===== src/rtl/spi_master_regmap_mc_pkg.sv =====
// Shared definitions for the SPI master register map: register addresses,
// revision ID, IRQ and CTL bit positions, and the decoded register select.
package spi_master_regmap_mc_pkg;

  // Register addresses (host word addresses)
  localparam logic [7:0] ADDR_SPIM_REVID       = 8'h00;
  localparam logic [7:0] ADDR_SPIM_SCRATCH     = 8'h01;
  localparam logic [7:0] ADDR_SPIM_CTL         = 8'h02;
  localparam logic [7:0] ADDR_SPIM_XFER_START  = 8'h03;
  localparam logic [7:0] ADDR_SPIM_XFER_STATUS = 8'h04;
  localparam logic [7:0] ADDR_SPIM_IRQ_STATUS  = 8'h05;
  localparam logic [7:0] ADDR_SPIM_IRQ_MASK    = 8'h06;
  localparam logic [7:0] ADDR_SPIM_CS_ENABLE   = 8'h07;
  localparam logic [7:0] ADDR_SPIM_CS_POLARITY = 8'h08;
  localparam logic [7:0] ADDR_SPIM_XFER_COUNT  = 8'h09;
  localparam logic [7:0] ADDR_SPIM_XFER_DELAY  = 8'h0A;
  localparam logic [7:0] ADDR_SPIM_WBUF_WRDATA = 8'h0B;
  localparam logic [7:0] ADDR_SPIM_RBUF_RDDATA = 8'h0C;
  localparam logic [7:0] ADDR_SPIM_TIMEOUT     = 8'h0D;

  localparam logic [15:0] DATA_SPIM_REVID = 16'h0201;

  // IRQ_STATUS / IRQ_MASK layout
  localparam int IRQ_WIDTH     = 12;
  localparam int IRQ_XFER_DONE = 0;
  localparam int IRQ_LOCK_ERR  = 1;
  localparam int IRQ_TIMEOUT   = 2;
  localparam int IRQ_RESERVED  = 3;
  localparam int IRQ_WB_LSB    = 4;
  localparam int IRQ_RB_LSB    = 8;

  // CTL layout {enable,3wire,burst,cpha,cpol,wb_mode,wr_lsb,rb_mode,rd_lsb}
  localparam int CTL_WIDTH   = 9;
  localparam int CTL_RD_LSB  = 0;
  localparam int CTL_RB_MODE = 1;
  localparam int CTL_WR_LSB  = 2;
  localparam int CTL_WB_MODE = 3;
  localparam int CTL_CPOL    = 4;
  localparam int CTL_CPHA    = 5;
  localparam int CTL_BURST   = 6;
  localparam int CTL_3WIRE   = 7;
  localparam int CTL_ENABLE  = 8;

  typedef enum logic [3:0] {
    SEL_NONE,
    SEL_REVID,
    SEL_SCRATCH,
    SEL_CTL,
    SEL_XFER_START,
    SEL_XFER_STATUS,
    SEL_IRQ_STATUS,
    SEL_IRQ_MASK,
    SEL_CS_ENABLE,
    SEL_CS_POLARITY,
    SEL_XFER_COUNT,
    SEL_XFER_DELAY,
    SEL_WBUF,
    SEL_RBUF,
    SEL_TIMEOUT
  } reg_sel_e;

  // Registers that shape a transfer and therefore freeze while one is in flight.
  function automatic logic is_locked_reg(input reg_sel_e sel);
    return sel inside {SEL_CTL, SEL_CS_ENABLE, SEL_CS_POLARITY,
                       SEL_XFER_COUNT, SEL_XFER_DELAY};
  endfunction

endpackage


===== src/rtl/spi_master_regmap_mc_if.sv =====
// Host register bus: separate write and read address phases, registered read data.
interface spi_master_regmap_mc_if #(
  parameter int DATA_WIDTH = 16,
  parameter int ADDR_WIDTH = 8
);
  logic                  sys_sel;
  logic                  sys_wr_en;
  logic                  sys_rd_en;
  logic [ADDR_WIDTH-1:0] sys_waddr;
  logic [DATA_WIDTH-1:0] sys_wdata;
  logic [ADDR_WIDTH-1:0] sys_raddr;
  logic [DATA_WIDTH-1:0] sys_rdata;

  modport master (
    output sys_sel, sys_wr_en, sys_rd_en, sys_waddr, sys_wdata, sys_raddr,
    input  sys_rdata
  );

  modport slave (
    input  sys_sel, sys_wr_en, sys_rd_en, sys_waddr, sys_wdata, sys_raddr,
    output sys_rdata
  );
endinterface


===== src/rtl/spi_master_sync_edge.sv =====
// Multi-flop synchroniser for a slow level from another clock domain, with
// single-cycle rise/fall pulses derived from one extra flop behind the chain.
module spi_master_sync_edge #(
  parameter int STAGES = 2
) (
  input  logic sys_clk,
  input  logic sys_rst_n,
  input  logic async_in,
  output logic sync_out,
  output logic rise,
  output logic fall
);

  logic [STAGES-1:0] chain_q;
  logic              sync_d_q;

  // Shift the asynchronous level through the chain and keep a delayed copy.
  always_ff @(posedge sys_clk or negedge sys_rst_n) begin
    if (!sys_rst_n) begin
      chain_q  <= '0;
      sync_d_q <= 1'b0;
    end else begin
      // NOTE: non-blocking so every flop samples the pre-edge value; blocking
      // here would collapse the chain into a single stage.
      chain_q  <= {chain_q[STAGES-2:0], async_in};
      sync_d_q <= chain_q[STAGES-1];
    end
  end

  assign sync_out = chain_q[STAGES-1];
  assign rise     = sync_out & ~sync_d_q;
  assign fall     = ~sync_out & sync_d_q;

endmodule


===== src/rtl/spi_master_regmap_mc.sv =====
// Host-side register map for the multi-chip-select SPI master core.
// Optional watchdog on the transfer-busy flag: define SPIM_TIMEOUT_EN.
module spi_master_regmap_mc
  import spi_master_regmap_mc_pkg::*;
#(
  parameter int DATA_WIDTH  = 16,
  parameter int ADDR_WIDTH  = 8,
  parameter int NUM_CS      = 4,
  parameter int SYNC_STAGES = 2
) (
  input  logic                  sys_clk,
  input  logic                  sys_rst_n,
  spi_master_regmap_mc_if.slave host,
  output logic                  sys_wb_wr_en,
  output logic [DATA_WIDTH-1:0] sys_wb_wdata,
  output logic                  sys_rb_rd_en,
  input  logic [DATA_WIDTH-1:0] sys_rb_rdata,
  input  logic [3:0]            sys_wb_status,
  input  logic [3:0]            sys_rb_status,
  input  logic                  p_xfer_busy,
  output logic [CTL_WIDTH-1:0]  sys_ctl,
  output logic                  sys_xfer_start,
  output logic [DATA_WIDTH-1:0] sys_xfer_count,
  output logic [DATA_WIDTH-1:0] sys_xfer_delay,
  output logic [NUM_CS-1:0]     sys_cs_enable,
  output logic [NUM_CS-1:0]     sys_cs_polarity,
  output logic                  sys_irq
);

  function automatic reg_sel_e decode(input logic [ADDR_WIDTH-1:0] addr);
    reg_sel_e sel;
    sel = SEL_NONE;
    case (addr)
      ADDR_WIDTH'(ADDR_SPIM_REVID):       sel = SEL_REVID;
      ADDR_WIDTH'(ADDR_SPIM_SCRATCH):     sel = SEL_SCRATCH;
      ADDR_WIDTH'(ADDR_SPIM_CTL):         sel = SEL_CTL;
      ADDR_WIDTH'(ADDR_SPIM_XFER_START):  sel = SEL_XFER_START;
      ADDR_WIDTH'(ADDR_SPIM_XFER_STATUS): sel = SEL_XFER_STATUS;
      ADDR_WIDTH'(ADDR_SPIM_IRQ_STATUS):  sel = SEL_IRQ_STATUS;
      ADDR_WIDTH'(ADDR_SPIM_IRQ_MASK):    sel = SEL_IRQ_MASK;
      ADDR_WIDTH'(ADDR_SPIM_CS_ENABLE):   sel = SEL_CS_ENABLE;
      ADDR_WIDTH'(ADDR_SPIM_CS_POLARITY): sel = SEL_CS_POLARITY;
      ADDR_WIDTH'(ADDR_SPIM_XFER_COUNT):  sel = SEL_XFER_COUNT;
      ADDR_WIDTH'(ADDR_SPIM_XFER_DELAY):  sel = SEL_XFER_DELAY;
      ADDR_WIDTH'(ADDR_SPIM_WBUF_WRDATA): sel = SEL_WBUF;
      ADDR_WIDTH'(ADDR_SPIM_RBUF_RDDATA): sel = SEL_RBUF;
`ifdef SPIM_TIMEOUT_EN
      ADDR_WIDTH'(ADDR_SPIM_TIMEOUT):     sel = SEL_TIMEOUT;
`endif
      default:                            sel = SEL_NONE;
    endcase
    return sel;
  endfunction

  logic                  wr_stb, rd_stb;
  reg_sel_e              wsel, rsel;
  logic                  busy_sync, busy_fall;
  logic                  locked, lock_err, tmo_hit;
  logic                  xfer_start_d;
  logic [IRQ_WIDTH-1:0]  irq_status_q, irq_status_d, irq_mask_q;
  logic [DATA_WIDTH-1:0] scratch_q, rd_val;

  assign wr_stb   = host.sys_sel & host.sys_wr_en;
  assign rd_stb   = host.sys_sel & host.sys_rd_en;
  assign wsel     = decode(host.sys_waddr);
  assign rsel     = decode(host.sys_raddr);
  assign locked   = sys_xfer_start | busy_sync;
  assign lock_err = wr_stb & locked & is_locked_reg(wsel);

  spi_master_sync_edge #(
    .STAGES (SYNC_STAGES)
  ) u_busy_sync (
    .sys_clk   (sys_clk),
    .sys_rst_n (sys_rst_n),
    .async_in  (p_xfer_busy),
    .sync_out  (busy_sync),
    .rise      (),
    .fall      (busy_fall)
  );

`ifdef SPIM_TIMEOUT_EN
  logic [DATA_WIDTH-1:0] timeout_q, tmo_cnt_q;

  assign tmo_hit = busy_sync && (timeout_q != '0) && (tmo_cnt_q == timeout_q);

  // Watchdog: count busy cycles, hold at the limit until busy drops.
  always_ff @(posedge sys_clk or negedge sys_rst_n) begin
    if (!sys_rst_n) begin
      timeout_q <= '0;
      tmo_cnt_q <= '0;
    end else begin
      if (wr_stb && wsel == SEL_TIMEOUT) timeout_q <= host.sys_wdata;
      if (!busy_sync)    tmo_cnt_q <= '0;
      else if (!tmo_hit) tmo_cnt_q <= tmo_cnt_q + DATA_WIDTH'(1);
    end
  end
`else
  assign tmo_hit = 1'b0;
`endif

  // Transfer request: host sets/cancels, end of transfer or watchdog clears.
  always_comb begin
    // NOTE: default first so every path assigns the variable and no latch forms.
    xfer_start_d = sys_xfer_start;
    if (wr_stb && wsel == SEL_XFER_START) begin
      if (host.sys_wdata[0])  xfer_start_d = 1'b1;
      else if (!busy_sync)    xfer_start_d = 1'b0;
    end
    if (busy_fall || tmo_hit) xfer_start_d = 1'b0;
  end

  // Sticky interrupt status: W1C first, then new events so a same-cycle set wins.
  always_comb begin
    irq_status_d = irq_status_q;
    if (wr_stb && wsel == SEL_IRQ_STATUS)
      irq_status_d = irq_status_d & ~host.sys_wdata[IRQ_WIDTH-1:0];
    irq_status_d[IRQ_XFER_DONE]       = irq_status_d[IRQ_XFER_DONE] | busy_fall;
    irq_status_d[IRQ_LOCK_ERR]        = irq_status_d[IRQ_LOCK_ERR]  | lock_err;
    irq_status_d[IRQ_TIMEOUT]         = irq_status_d[IRQ_TIMEOUT]   | tmo_hit;
    irq_status_d[IRQ_RESERVED]        = 1'b0;
    irq_status_d[IRQ_WB_LSB +: 4]     = irq_status_d[IRQ_WB_LSB +: 4] | sys_wb_status;
    irq_status_d[IRQ_RB_LSB +: 4]     = irq_status_d[IRQ_RB_LSB +: 4] | sys_rb_status;
  end

  // Control and configuration registers; transfer-shaping ones frozen while locked.
  always_ff @(posedge sys_clk or negedge sys_rst_n) begin
    if (!sys_rst_n) begin
      scratch_q       <= '0;
      irq_mask_q      <= '0;
      irq_status_q    <= '0;
      sys_irq         <= 1'b0;
      sys_xfer_start  <= 1'b0;
      sys_ctl         <= '0;
      sys_cs_enable   <= '0;
      sys_cs_polarity <= '0;
      sys_xfer_count  <= '0;
      sys_xfer_delay  <= DATA_WIDTH'(1);
    end else begin
      irq_status_q   <= irq_status_d;
      sys_irq        <= |(irq_status_q & irq_mask_q);
      sys_xfer_start <= xfer_start_d;
      if (wr_stb) begin
        case (wsel)
          SEL_SCRATCH:     scratch_q  <= host.sys_wdata;
          SEL_IRQ_MASK:    irq_mask_q <= host.sys_wdata[IRQ_WIDTH-1:0];
          SEL_CTL:         if (!locked) sys_ctl <= host.sys_wdata[CTL_WIDTH-1:0];
          SEL_CS_ENABLE:   if (!locked) sys_cs_enable <= host.sys_wdata[NUM_CS-1:0];
          SEL_CS_POLARITY: if (!locked) sys_cs_polarity <= host.sys_wdata[NUM_CS-1:0];
          SEL_XFER_COUNT:  if (!locked) sys_xfer_count <= host.sys_wdata;
          SEL_XFER_DELAY:  if (!locked)
                             sys_xfer_delay <= (host.sys_wdata == '0) ? DATA_WIDTH'(1)
                                                                      : host.sys_wdata;
          default: ;
        endcase
      end
    end
  end

  // Buffer push/pop pulses and the last pushed word.
  always_ff @(posedge sys_clk or negedge sys_rst_n) begin
    if (!sys_rst_n) begin
      sys_wb_wr_en <= 1'b0;
      sys_wb_wdata <= '0;
      sys_rb_rd_en <= 1'b0;
    end else begin
      sys_wb_wr_en <= wr_stb && wsel == SEL_WBUF;
      if (wr_stb && wsel == SEL_WBUF) sys_wb_wdata <= host.sys_wdata;
      sys_rb_rd_en <= rd_stb && rsel == SEL_RBUF;
    end
  end

  // Read-data multiplexer.
  always_comb begin
    rd_val = '0;
    case (rsel)
      SEL_REVID:       rd_val = DATA_WIDTH'(DATA_SPIM_REVID);
      SEL_SCRATCH:     rd_val = scratch_q;
      SEL_CTL:         rd_val = DATA_WIDTH'(sys_ctl);
      SEL_XFER_START:  rd_val = DATA_WIDTH'(sys_xfer_start);
      SEL_XFER_STATUS: rd_val = DATA_WIDTH'({sys_xfer_start, busy_sync});
      SEL_IRQ_STATUS:  rd_val = DATA_WIDTH'(irq_status_q);
      SEL_IRQ_MASK:    rd_val = DATA_WIDTH'(irq_mask_q);
      SEL_CS_ENABLE:   rd_val = DATA_WIDTH'(sys_cs_enable);
      SEL_CS_POLARITY: rd_val = DATA_WIDTH'(sys_cs_polarity);
      SEL_XFER_COUNT:  rd_val = sys_xfer_count;
      SEL_XFER_DELAY:  rd_val = sys_xfer_delay;
      SEL_WBUF:        rd_val = sys_wb_wdata;
      SEL_RBUF:        rd_val = sys_rb_rdata;
`ifdef SPIM_TIMEOUT_EN
      SEL_TIMEOUT:     rd_val = timeout_q;
`endif
      default:         rd_val = '0;
    endcase
  end

  // Registered read data; zero whenever no read is strobed.
  always_ff @(posedge sys_clk or negedge sys_rst_n) begin
    if (!sys_rst_n) host.sys_rdata <= '0;
    else            host.sys_rdata <= rd_stb ? rd_val : '0;
  end

endmodule


===== src/flat_wrapper.sv =====
// flat-port wrapper written by rule: the top's interface ports become plain ports
module spi_master_regmap_mc_flat import spi_master_regmap_mc_pkg::*;
#(
  parameter int DATA_WIDTH  = 16,
  parameter int ADDR_WIDTH  = 8,
  parameter int NUM_CS      = 4,
  parameter int SYNC_STAGES = 2
)
  (sys_clk, sys_rst_n, sys_wb_wr_en, sys_wb_wdata, sys_rb_rd_en, sys_rb_rdata, sys_wb_status, sys_rb_status, p_xfer_busy, sys_ctl, sys_xfer_start, sys_xfer_count, sys_xfer_delay, sys_cs_enable, sys_cs_polarity, sys_irq, host_sys_sel, host_sys_wr_en, host_sys_rd_en, host_sys_waddr, host_sys_wdata, host_sys_raddr, host_sys_rdata);
  spi_master_regmap_mc_if #(.DATA_WIDTH(DATA_WIDTH), .ADDR_WIDTH(ADDR_WIDTH)) host_i ();
  input  logic sys_clk;
  input  logic sys_rst_n;
  output logic sys_wb_wr_en;
  output logic [DATA_WIDTH-1:0] sys_wb_wdata;
  output logic sys_rb_rd_en;
  input  logic [DATA_WIDTH-1:0] sys_rb_rdata;
  input  logic [3:0] sys_wb_status;
  input  logic [3:0] sys_rb_status;
  input  logic p_xfer_busy;
  output logic [CTL_WIDTH-1:0] sys_ctl;
  output logic sys_xfer_start;
  output logic [DATA_WIDTH-1:0] sys_xfer_count;
  output logic [DATA_WIDTH-1:0] sys_xfer_delay;
  output logic [NUM_CS-1:0] sys_cs_enable;
  output logic [NUM_CS-1:0] sys_cs_polarity;
  output logic sys_irq;
  input wire logic [$bits(host_i.sys_sel)-1:0] host_sys_sel;
  input wire logic [$bits(host_i.sys_wr_en)-1:0] host_sys_wr_en;
  input wire logic [$bits(host_i.sys_rd_en)-1:0] host_sys_rd_en;
  input wire logic [$bits(host_i.sys_waddr)-1:0] host_sys_waddr;
  input wire logic [$bits(host_i.sys_wdata)-1:0] host_sys_wdata;
  input wire logic [$bits(host_i.sys_raddr)-1:0] host_sys_raddr;
  output wire logic [$bits(host_i.sys_rdata)-1:0] host_sys_rdata;
  assign host_i.sys_sel = host_sys_sel;
  assign host_i.sys_wr_en = host_sys_wr_en;
  assign host_i.sys_rd_en = host_sys_rd_en;
  assign host_i.sys_waddr = host_sys_waddr;
  assign host_i.sys_wdata = host_sys_wdata;
  assign host_i.sys_raddr = host_sys_raddr;
  assign host_sys_rdata = host_i.sys_rdata;
  spi_master_regmap_mc #(.DATA_WIDTH(DATA_WIDTH), .ADDR_WIDTH(ADDR_WIDTH), .NUM_CS(NUM_CS), .SYNC_STAGES(SYNC_STAGES)) u_core (.sys_clk(sys_clk), .sys_rst_n(sys_rst_n), .host(host_i), .sys_wb_wr_en(sys_wb_wr_en), .sys_wb_wdata(sys_wb_wdata), .sys_rb_rd_en(sys_rb_rd_en), .sys_rb_rdata(sys_rb_rdata), .sys_wb_status(sys_wb_status), .sys_rb_status(sys_rb_status), .p_xfer_busy(p_xfer_busy), .sys_ctl(sys_ctl), .sys_xfer_start(sys_xfer_start), .sys_xfer_count(sys_xfer_count), .sys_xfer_delay(sys_xfer_delay), .sys_cs_enable(sys_cs_enable), .sys_cs_polarity(sys_cs_polarity), .sys_irq(sys_irq));
endmodule

===== config.mk =====
export PLATFORM = sky130hd
export DESIGN_NAME = spi_master_regmap_mc_flat
export DESIGN_NICKNAME = d
export VERILOG_FILES = /design/src/rtl/spi_master_regmap_mc_pkg.sv /design/src/rtl/spi_master_regmap_mc_if.sv /design/src/rtl/spi_master_sync_edge.sv /design/src/rtl/spi_master_regmap_mc.sv /design/src/flat_wrapper.sv
export SDC_FILE = /design/constraint.sdc
export NUM_CORES = 1
export LEC_CHECK = 0
export ABC_AREA = 1
export CORE_MARGIN = 1.5
export CORE_UTILIZATION = 45
export CTS_CLUSTER_DIAMETER = 120
export DETAILED_ROUTE_END_ITERATION = 6
export PLACE_DENSITY = 0.83
export SKIP_LAST_GASP = 1
export SLEW_MARGIN = 20
export SYNTH_ARGS = -nofsm -noshare
export SYNTH_HDL_FRONTEND = slang
export SYNTH_SLANG_ARGS = --single-unit
export TNS_END_PERCENT = 5

===== constraint.sdc =====
create_clock -name sys_clk -period 1.7 [get_ports sys_clk]
set_clock_uncertainty 0.1 [all_clocks]
set_input_delay 0.34 -clock sys_clk [delete_from_list [all_inputs] [get_ports sys_clk]]
set_output_delay 0.34 -clock sys_clk [all_outputs]
set_load 0.01 [all_outputs]

==> flow_metrics.py, run 1 <==
metrics = {
    "worst_setup_path": {
        "crit_path_frequent_cell": "nand2_2",
        "worst-path-buf-inv": 3,
        "cp.arrival_ns": 2.14,
        "crit_type": "input port to register",
        "worstSetupStartpointType": "input port",
        "slowest_delay_ns": 0.28,
        "cp_max_fo": 4,
        "critPathSlowestCell": "o21ai_0",
        "crit_path_end_kind": "register",
        "cp_cell_sequence": "buf_6 > ha_2 > inv_2 > nand2_2 > nand2_2 > nand2_4 > buf_4 > o21ai_4 > nand2_2 > o21ai_0 > nor2_1 > a21oi_1",
        "critical_path.top_delay_family": "compound AO/OA/AOI/OAI gates",
        "crit_required_ns": 1.93,
    },
    "finish": {
        "nets": 1117,
        "area_delta_synth_final_pct": 65.1,
        "seq_area_sq_mm": 0.00318,
        "fillers": 730,
        "design_area_sq_mm": 0.0103,
        "drive_above_1_share_pct": 29.9,
        "diodes": 0,
        "multi_input_area_sq_mm": 0.00308,
        "post-route-util_pct": 77.0,
    },
    "timing": {
        "final_max_slew_viol_count": 0,
        "setup_violations": 156,
        "finalSetupTns_ns": -12.25,
        "worst_slew_pin_slew_ns": 0.568,
        "final.period_utilization_pct": 112,
        "slew_headroom_pct": 61.8,
        "max_clock_freq_mhz": 524,
        "hold_viol": 0,
        "fin_crit_ns": 1.91,
        "setup_ws_ns": -0.210,
        "rsz0062_at_grt": "true",
    },
    "power": {
        "power_per_cell_area_mw_per_mm2": 784,
        "power.net_switching_w": 0.00202,
        "swShare_pct": 25.0,
        "leakage_nw": 5.00,
        "total_power_w": 0.00806,
        "internal-power_w": 0.00604,
        "seqPwrFrac_pct": 40.6,
        "irDropWorstVdd_mv": 0.721,
        "pwr-share-comb_pct": 11.5,
        "p_clk_share_pct": 47.9,
    },
    "grt": {
        "grt_pass1_wl_microns": 38000,
        "grt_max_degree": 52,
        "antenna_found_initial": 0,
        "grt_pass1_vias": 6980,
        "grt-ovfl-total": 0,
        "track_usage_pct": 34.7,
    },
    "placement": {
        "hpwl_microns": 14500,
        "io_buffer_count": 146,
        "place.gp.congestion": 0.899,
        "postPlaceCellArea_sq_mm": 0.00866,
    },
    "synth": {
        "synth_ff_type": "dfrtp_1",
        "yosysWarningCount": 0,
        "synth_async_sr_flop_share_pct": 100,
        "synthMuxAreaShare_pct": 0,
        "synth-edff-count": 0,
        "syn_avg_cell_area_sq_um": 8.08,
        "synth_top_family_by_area": "simple AND/OR/NAND/NOR gates",
        "yosysSeqAreaShare_pct": 51.1,
        "synth_nets": 838,
        "synth-seq-cells": 127,
        "ys_types": 41,
        "yosys.area_share.simple_pct": 27.5,
        "synth_compound_area_share_pct": 13.5,
        "synthXorXnorAreaFrac_pct": 0,
        "netlist_instances": 770,
        "syn-cell-area_sq_mm": 0.00622,
        "synth_adder_area_share_pct": 1.21,
    },
    "routing": {
        "highest_layer": "met4",
        "drt-total-wl_microns": 27400,
        "ant_nets": 0,
        "vias": 7410,
        "routedWlPerCell_microns": 22.1,
        "wl_met2_microns": 11900,
        "first_pass_iters": 7,
        "post_drt_via_cell_ratio": 5.99,
        "wl_met1_microns": 9460,
        "drt-initial-drc-count": 1433,
        "wl_met3_microns": 3740,
        "drcViolationCount": 32,
    },
    "cts": {
        "cts_sinks": 127,
        "cts_buffers": 17,
        "tritoncts": "built",
        "ctsHtreeMaxLevel": 4,
        "clk-insertion-delay-late_ns": 0.43,
        "cts.clk_slew.worst_paths_ns": 0.06,
        "root_buffer": "clkbuf_16",
        "cts_buffer_depth": 2,
    },
    "run": {
        "max_cap_violations": 0,
    },
    "floorplan": {
        "dieArea_sq_mm": 0.0145,
        "die_w_microns": 121,
        "num_rows": 42,
        "boundaryPins": 147,
        "core_area_sq_mm": 0.0133,
        "initial_core_util_pct": 46.6,
        "die_h_microns": 121,
    },
    "outcome": {
        "violations": "design-rule violations, negative setup slack",
        "outcome": "finished with violations",
    },
    "min_path": {
        "hold_path_class": "register to register",
    },
}
-- stage by stage --
stage          cells  setup slack, ns  hold WS (ns)
2_1_floorplan    770          -0.0988       -0.0556
3_3_place_gp    1160           -0.845         0.152
3_5_place_dp    1160           -0.991         0.154
4_1_cts         1227           -0.166         0.251
5_1_grt         1238           -0.314         0.265
6_report        1238           -0.210         0.250
-- routing by layer --
layer,vias to the layer above,global-route usage [%]
li1,3032,-
met1,3432,44.2
met2,718,52.8
met3,228,9.39
met4,0,21.2
met5,-,0
-- final timing paths --
| check | from | to | cells past startpoint | slack [ns] |
|---|---|---|---|---|
| max | host_sys_raddr[0] | u_core.host.sys_rdata[11] | 12 | -0.21 |
| min reg2reg | u_core.u_busy_sync.chain_q[0] | u_core.u_busy_sync.chain_q[1] | 0 | 0.25 |
| min in group asynchronous | sys_rst_n | u_core.sys_wb_wdata[0] | 2 | 0.26 |
| min | u_core.u_busy_sync.chain_q[0] | u_core.u_busy_sync.chain_q[1] | 0 | 0.25 |
| max in group asynchronous | sys_rst_n | u_core.sys_xfer_delay[0] | 3 | 0.64 |
| max reg2reg | u_core.u_busy_sync.chain_q[1] | u_core.sys_xfer_count[1] | 8 | -0.06 |
-- timing repair --
action                                 CTS  global route
pin swaps                               42            47
hold buffers                             1             0
setup endpoints to repair              206           204
setup buffers                           29            10
gates cloned                             8             2
resized for setup                      110           109
endpoints found under the hold margin   16             0
-- power by group through the flow --
stage               clock network, W  logic [W]  registers (W)
finish                       0.00386   0.000928        0.00327
global route                 0.00396   0.000984        0.00328
CTS                          0.00381   0.000841        0.00326
detailed placement                 0   0.000783        0.00331
global placement                   0   0.000769        0.00330
floorplan                          0   0.000245        0.00331
-- flip-flops by register name (all words and copies together) (netlist names), 2 cells and up --
| register | count |
|---|---|
| u_core.sys_cs_polarity | 4 |
| u_core.sys_xfer_delay | 16 |
| u_core.u_busy_sync.chain_q | 2 |
| u_core.sys_wb_wdata | 16 |
| u_core.irq_status_q | 11 |
| u_core.sys_ctl | 9 |
| u_core.scratch_q | 16 |
| u_core.sys_xfer_count | 16 |
| u_core.sys_cs_enable | 4 |
| u_core.irq_mask_q | 12 |
| u_core.host.sys_rdata | 16 |
-- cell type report --
type | count | area share [%]
multi-input combinational | 545 | 30.0
timing repair inverter | 1 | 0.0487
timing repair buffer | 280 | 27.7
tap | 176 | 2.14
inverter | 77 | 3.10
clock buffer | 20 | 4.54
sequential | 127 | 31.0
clock inverter | 12 | 1.52
-- worst reg2reg max path, delay by kind of cell (launching register included) --
kind	cells	cell delay (ns)
simple gates	4	0.53
buf+inv	3	0.47
flops	1	0.39
compound gates	1	0.17
-- placed cells by master (no fill, tap or decap), drive strengths merged, types with 2 or more instances in the layout --
cell / synthesis / final
a21o: 4 / 4
a21oi: 45 / 45
a221oi: 2 / 2
a22o: 2 / 2
buf: 17 / 136
bufbuf: 0 / 2
bufinv: 0 / 3
clkbuf: 5 / 26
clkdlybuf4s15: 0 / 3
clkdlybuf4s50: 0 / 124
clkinv: 0 / 8
dfrtp: 126 / 126
dlygate4sd2: 0 / 7
ha: 6 / 6
inv: 77 / 78
nand2: 243 / 244
nand3: 34 / 34
nand3b: 2 / 2
nand4: 2 / 2
nor2: 96 / 96
nor3: 7 / 7
o21a: 8 / 8
o21ai: 81 / 81
o22ai: 2 / 2
or2: 5 / 5
-- cell families after synthesis --
logic type,after synthesis
simple gates,390
fa+ha+maj,6
buf+inv,99
flops,127
compound gates,148
-- Yosys cell counts, types with 3 or more instances --
cell / count / share of area [%]
nand2_1: 236 / 14
dfrtp_1: 126 / 51
nor2_1: 82 / 4.9
o21ai_0: 71 / 5.7
inv_1: 70 / 4.2
a21oi_1: 42 / 3.4
nand3_1: 32 / 2.6
buf_2: 11 / 0.88
nor2_4: 8 / 1.4
o21a_1: 8 / 0.97
o21ai_1: 8 / 0.64
inv_2: 7 / 0.42
ha_1: 6 / 1.2
clkbuf_1: 5 / 0.30
nand2_2: 5 / 0.50
or2_2: 5 / 0.50
a21o_1: 4 / 0.48
nor2_2: 4 / 0.40
nor3_1: 4 / 0.32
buf_4: 3 / 0.36
buf_6: 3 / 0.54
Power figures use the tool's default switching activity.
==> run 2, diff against run 1 <==
Settings changed: CORE_ASPECT_RATIO set to 1.2, CORE_UTILIZATION 45 to 57, DONT_BUFFER_PORTS set to 1, PLACE_DENSITY 0.83 to 0.82.
==> flow_metrics.py, run 2 (synthesized netlist as in run 1, its figures left out) <==
metrics = {
    "outcome": {
        "outcome": "finished with violations",
        "violations": "negative hold slack, negative setup slack",
    },
    "grt": {
        "grt-ovfl-total": 0,
        "track_usage_pct": 35.2,
        "antenna_found_initial": 0,
        "grt_pass1_wl_microns": 31300,
        "grt_max_degree": 128,
        "grt_pass1_vias": 5905,
    },
    "cts": {
        "tritoncts": "built",
        "cts_sinks": 127,
        "root_buffer": "clkbuf_16",
        "cts_buffers": 17,
        "hold_buffers": 25,
        "clk-insertion-delay-late_ns": 0.42,
        "ctsHtreeMaxLevel": 4,
        "cts.clk_slew.worst_paths_ns": 0.06,
        "cts_buffer_depth": 2,
    },
    "timing": {
        "setup_violations": 1,
        "hold_viol": 127,
        "worst_slew_pin_slew_ns": 0.341,
        "final.period_utilization_pct": 101,
        "hold_slack_ns": -0.480,
        "max_clock_freq_mhz": 580,
        "final_max_slew_viol_count": 0,
        "slew_headroom_pct": 77.2,
        "finalSetupTns_ns": -0.0248,
        "fin_crit_ns": 1.72,
        "rsz0062_at_grt": "true",
        "setup_ws_ns": -0.0248,
    },
    "routing": {
        "post_drt_via_cell_ratio": 5.94,
        "first_pass_iters": 5,
        "ant_nets": 0,
        "drcViolationCount": 0,
        "drt-total-wl_microns": 20000,
        "vias": 5942,
        "drt-initial-drc-count": 683,
        "routedWlPerCell_microns": 20.0,
    },
    "finish": {
        "drive_above_1_share_pct": 18.4,
        "nets": 927,
        "fillers": 750,
        "diodes": 0,
        "final_common_cell": "nand2_1",
        "seq_area_sq_mm": 0.00318,
        "final_cell_mix": "nand2_1 (232), dfrtp_1 (126), nor2_1 (75)",
        "design_area_sq_mm": 0.00784,
        "area_delta_synth_final_pct": 26.0,
        "multi_input_area_sq_mm": 0.00272,
        "post-route-util_pct": 74.2,
    },
    "placement": {
        "io_buffer_count": 0,
        "postPlaceCellArea_sq_mm": 0.00691,
        "place.gp.congestion": 0.919,
        "hpwl_microns": 13500,
    },
    "worst_setup_path": {
        "cp_cell_sequence": "inv_1 > ha_1 > nand2_1 > inv_1 > nand2_1 > a21oi_4 > nand2_4 > buf_4 > o21ai_0 > nor2_1 > a21oi_1",
        "cp.arrival_ns": 1.95,
        "worst-r2r-setup-slack_ns": 0.07,
        "critical_path.startpoint": "host_sys_raddr[0]",
        "r2r_start": "u_core.u_busy_sync.chain_q[1]",
        "critPathSlowestCell": "ha_1",
        "crit_type": "input port to register",
        "rr_worst_depth": 7,
        "r2r_end": "u_core.sys_xfer_delay[7]",
        "worstSetupStartpointType": "input port",
        "crit_path_end_kind": "register",
        "cp_max_fo": 6,
        "crit_required_ns": 1.93,
        "crit_end": "u_core.host.sys_rdata[5]",
        "slowest_delay_ns": 0.29,
    },
    "floorplan": {
        "num_rows": 41,
        "die_w_microns": 98.4,
        "boundaryPins": 147,
        "initial_core_util_pct": 58.9,
        "dieArea_sq_mm": 0.0116,
        "core_area_sq_mm": 0.0106,
        "die_h_microns": 117,
    },
    "min_path": {
        "hold_path_class": "input port to asynchronous set/reset pin",
    },
    "power": {
        "power_per_cell_area_mw_per_mm2": 958,
        "total_power_w": 0.00751,
        "leakage_nw": 3.92,
        "irDropWorstVdd_mv": 0.704,
    },
    "run": {
        "max_cap_violations": 0,
    },
}
==> run 2: cell types whose count changed in the layout (fill, tap and decap cells not counted), moves of 14 or more <==
cell / previous run / this run
buf_4: 93 / 58
buf_6: 18 / 0
clkdlybuf4s50_1: 124 / 0
nand2_2: 31 / 6
dlygate4sd3_1: 1 / 25
nand2_1: 197 / 232
nor2_1: 61 / 75
==> run 2: repair_timing <==
| action | CTS | global route |
|---|---|---|
| resized for setup | 2 | 17 |
| pin swaps | 0 | 7 |
| endpoints found under the setup margin | 5 | 74 |
| hold endpoints to repair | 161 | 127 |
| buffers inserted | 0 | 2 |
==> run 2: worst min-delay path by stage <==
| stage | slack (ns) | depth (start not counted) | endpoint | start |
|---|---|---|---|---|
| floorplan | -0.06 | 0 | u_core.host.sys_rdata[0] | sys_rst_n |
| global placement | -0.05 | 0 | u_core.sys_ctl[1] | sys_rst_n |
| detailed placement | -0.05 | 0 | u_core.sys_cs_enable[1] | sys_rst_n |
| CTS | -0.49 | 0 | u_core.sys_cs_enable[1] | sys_rst_n |
| global route | -0.49 | 0 | u_core.sys_cs_enable[1] | sys_rst_n |
| finish | -0.48 | 0 | u_core.sys_cs_enable[1] | sys_rst_n |
==> run 2: layer usage <==
metal	up-vias	track usage [%]	part of all wire, %
met5	-	0	0
met4	0	14.9	3.7
met3	83	8.97	12
met2	397	56.8	48
met1	2821	45.0	37
li1	2641	-	-
==> run 2: per-stage QoR <==
step | worst slack, ns | std cells
6_report | -0.0248 | 1000
5_1_grt | -0.0579 | 1000
4_1_cts | 0.0256 | 998
3_5_place_dp | -0.395 | 942
3_3_place_gp | -0.387 | 942
2_1_floorplan | -0.0988 | 770
==> run 2: power breakdown <==
part | switching, W | total, W | internal (W)
registers | 0.000137 | 0.00330 | 0.00316
clock network | 0.00137 | 0.00376 | 0.00238
logic | 0.000252 | 0.000450 | 0.000198
total | 0.00176 | 0.00751 | 0.00575
==> run 2: cell type report <==
| type | count | area share [%] |
|---|---|---|
| clock buffers | 19 | 5.78 |
| clock inverters | 12 | 2.04 |
| inverters | 77 | 3.78 |
| multi-input cells | 544 | 34.7 |
| flip-flops and latches | 127 | 40.6 |
| well taps | 129 | 2.06 |
| repair buffers | 92 | 11.0 |
==> run 2: worst max-delay path: cells and delay by family <==
family	cells	cell delay, ns
adders and majority gates	1	0.29
and+or+nand+nor	4	0.45
AOI/OAI and AO/OA	3	0.60
buffers and inverters	3	0.28
==> run 3, diff against run 2 <==
Clock period 1.7 ns to 1.5 ns, I/O delays scaled along.
==> flow_metrics.py, run 3 (synthesized netlist as in run 1, its figures left out) <==
metrics = {
    "placement": {
        "place.gp.congestion": 1.00,
        "hpwl_microns": 13800,
        "io_buffer_count": 0,
        "postPlaceCellArea_sq_mm": 0.00694,
    },
    "outcome": {
        "violations": "negative hold slack, negative setup slack",
        "outcome": "finished with violations",
    },
    "finish": {
        "area_delta_synth_final_pct": 27.9,
        "final_cell_mix": "nand2_1 (225), dfrtp_1 (126), nor2_1 (70)",
        "diodes": 0,
        "final_common_cell": "nand2_1",
        "drive_above_1_share_pct": 20.6,
        "design_area_sq_mm": 0.00796,
        "nets": 924,
    },
    "floorplan": {
        "num_rows": 41,
        "initial_core_util_pct": 58.9,
        "dieArea_sq_mm": 0.0116,
        "core_area_sq_mm": 0.0106,
        "die_h_microns": 117,
        "die_w_microns": 98.4,
        "boundaryPins": 147,
    },
    "power": {
        "irDropWorstVdd_mv": 0.767,
        "seqPwrFrac_pct": 42.8,
        "p_clk_share_pct": 51.2,
        "internal-power_w": 0.00668,
        "swShare_pct": 23.6,
        "power_per_cell_area_mw_per_mm2": 1100,
        "pwr-share-comb_pct": 6.1,
        "leakage_nw": 3.90,
        "power.net_switching_w": 0.00207,
    },
    "routing": {
        "drcViolationCount": 0,
        "first_pass_iters": 6,
        "vias": 5990,
        "drt-total-wl_microns": 20300,
        "drt-initial-drc-count": 671,
        "post_drt_via_cell_ratio": 6.00,
        "ant_nets": 0,
        "routedWlPerCell_microns": 20.3,
    },
    "grt": {
        "grt_pass1_vias": 6078,
        "grt_max_degree": 128,
        "grt-ovfl-total": 0,
        "antenna_found_initial": 0,
        "grt_pass1_wl_microns": 31700,
        "track_usage_pct": 35.8,
    },
    "worst_setup_path": {
        "worstSetupStartpointType": "input port",
        "r2r_end": "u_core.sys_cs_enable[0]",
        "critPathSlowestCell": "dlygate4sd3_1",
        "slowest_delay_ns": 0.61,
        "cp_cell_sequence": "dlygate4sd3_1 > inv_1 > nand4_1 > nor3_1 > a41oi_1 > nand2_1 > nand2_1 > inv_1",
        "r2r_start": "u_core.u_busy_sync.chain_q[1]",
        "cp_max_fo": 3,
        "cp.arrival_ns": 1.87,
        "rr_worst_depth": 6,
        "crit_path_end_kind": "register",
        "crit_type": "input port to register",
        "crit_required_ns": 1.77,
        "worst-r2r-setup-slack_ns": -0.02,
    },
    "timing": {
        "max_clock_freq_mhz": 622,
        "final.period_utilization_pct": 107,
        "fin_crit_ns": 1.61,
        "rsz0062_at_grt": "true",
        "setup_ws_ns": -0.108,
        "worst_slew_pin_slew_ns": 0.377,
        "slew_headroom_pct": 74.8,
        "hold_slack_ns": -0.525,
        "hold_viol": 127,
        "final_max_slew_viol_count": 0,
        "setup_violations": 9,
    },
    "cts": {
        "cts_buffers": 17,
        "ctsHtreeMaxLevel": 4,
        "root_buffer": "clkbuf_16",
        "cts_buffer_depth": 2,
        "tritoncts": "built",
        "cts_sinks": 127,
        "hold_buffers": 25,
        "cts.clk_slew.worst_paths_ns": 0.06,
        "clk-insertion-delay-late_ns": 0.42,
    },
    "min_path": {
        "hold_path_class": "input port to asynchronous set/reset pin",
    },
    "run": {
        "max_cap_violations": 0,
    },
}
run 3: critical path, delay by kind of cell:
family,cells,cell delay (ns)
compound gates,1,0.16
simple gates,4,0.60
buf+inv,3,0.82
run 3: power by group through the flow:
stage / Combinational (W) / Clock, W / Sequential (W)
finish: 0.000529 / 0.00448 / 0.00374
detailed placement: 0.000422 / 0 / 0.00379
global placement: 0.000403 / 0 / 0.00378
floorplan: 0.000294 / 0 / 0.00375
global route: 0.000576 / 0.00463 / 0.00375
CTS: 0.000503 / 0.00448 / 0.00373
run 3: what timing repair did:
item,CTS,global route
gates resized for setup,8,22
pin swaps,4,5
setup endpoints to repair,61,83
setup buffers,1,3
gates cloned,0,1
hold endpoints to repair,173,127
run 3: through the flow:
stage / power [W] / setup TNS (ns) / cells / setup WS (ns) / utilization (%)
2_1_floorplan: 0.00405 / -17.72 / 770 / -0.259 / -
3_3_place_gp: 0.00418 / -38.42 / 936 / -0.553 / 65.6
3_5_place_dp: 0.00421 / -49.23 / 936 / -0.575 / 65.6
4_1_cts: 0.00871 / -0.534 / 994 / -0.0507 / 74.4
5_1_grt: 0.00896 / -4.85 / 998 / -0.143 / 75.3
6_report: 0.00874 / -0.168 / 998 / -0.108 / 75.3
run 3: worst max path at each step:
stage          depth (start not counted)                        end  slack (ns)                           from
6_report                               8   u_core.sys_xfer_delay[0]       -0.11             host_sys_wdata[15]
5_1_grt                                5  u_core.sys_cs_polarity[1]       -0.14  u_core.u_busy_sync.chain_q[1]
4_1_cts                               12   u_core.host.sys_rdata[9]       -0.05              host_sys_raddr[0]
3_5_place_dp                          10   u_core.sys_xfer_delay[3]       -0.58              host_sys_waddr[0]
3_3_place_gp                          12   u_core.host.sys_rdata[2]       -0.55              host_sys_raddr[7]
2_1_floorplan                         11   u_core.host.sys_rdata[8]       -0.26              host_sys_raddr[0]
run 3: final cells by class:
type,count,area (sq um)
inverter,77,309
clock buffer,18,439
fill,733,2610
timing repair buffer,88,835
sequential,127,3180
multi-input combinational,545,2830
clock inverter,14,204
tap,129,161
run 3: metal layers:
| layer | vias up | share of wire [%] | global-route usage, % |
|---|---|---|---|
| li1 | 2637 | - | - |
| met1 | 2805 | 35 | 43.5 |
| met2 | 460 | 49 | 58.0 |
| met3 | 88 | 12 | 11.2 |
| met4 | 0 | 4.2 | 17.0 |
| met5 | - | 0 | 0 |
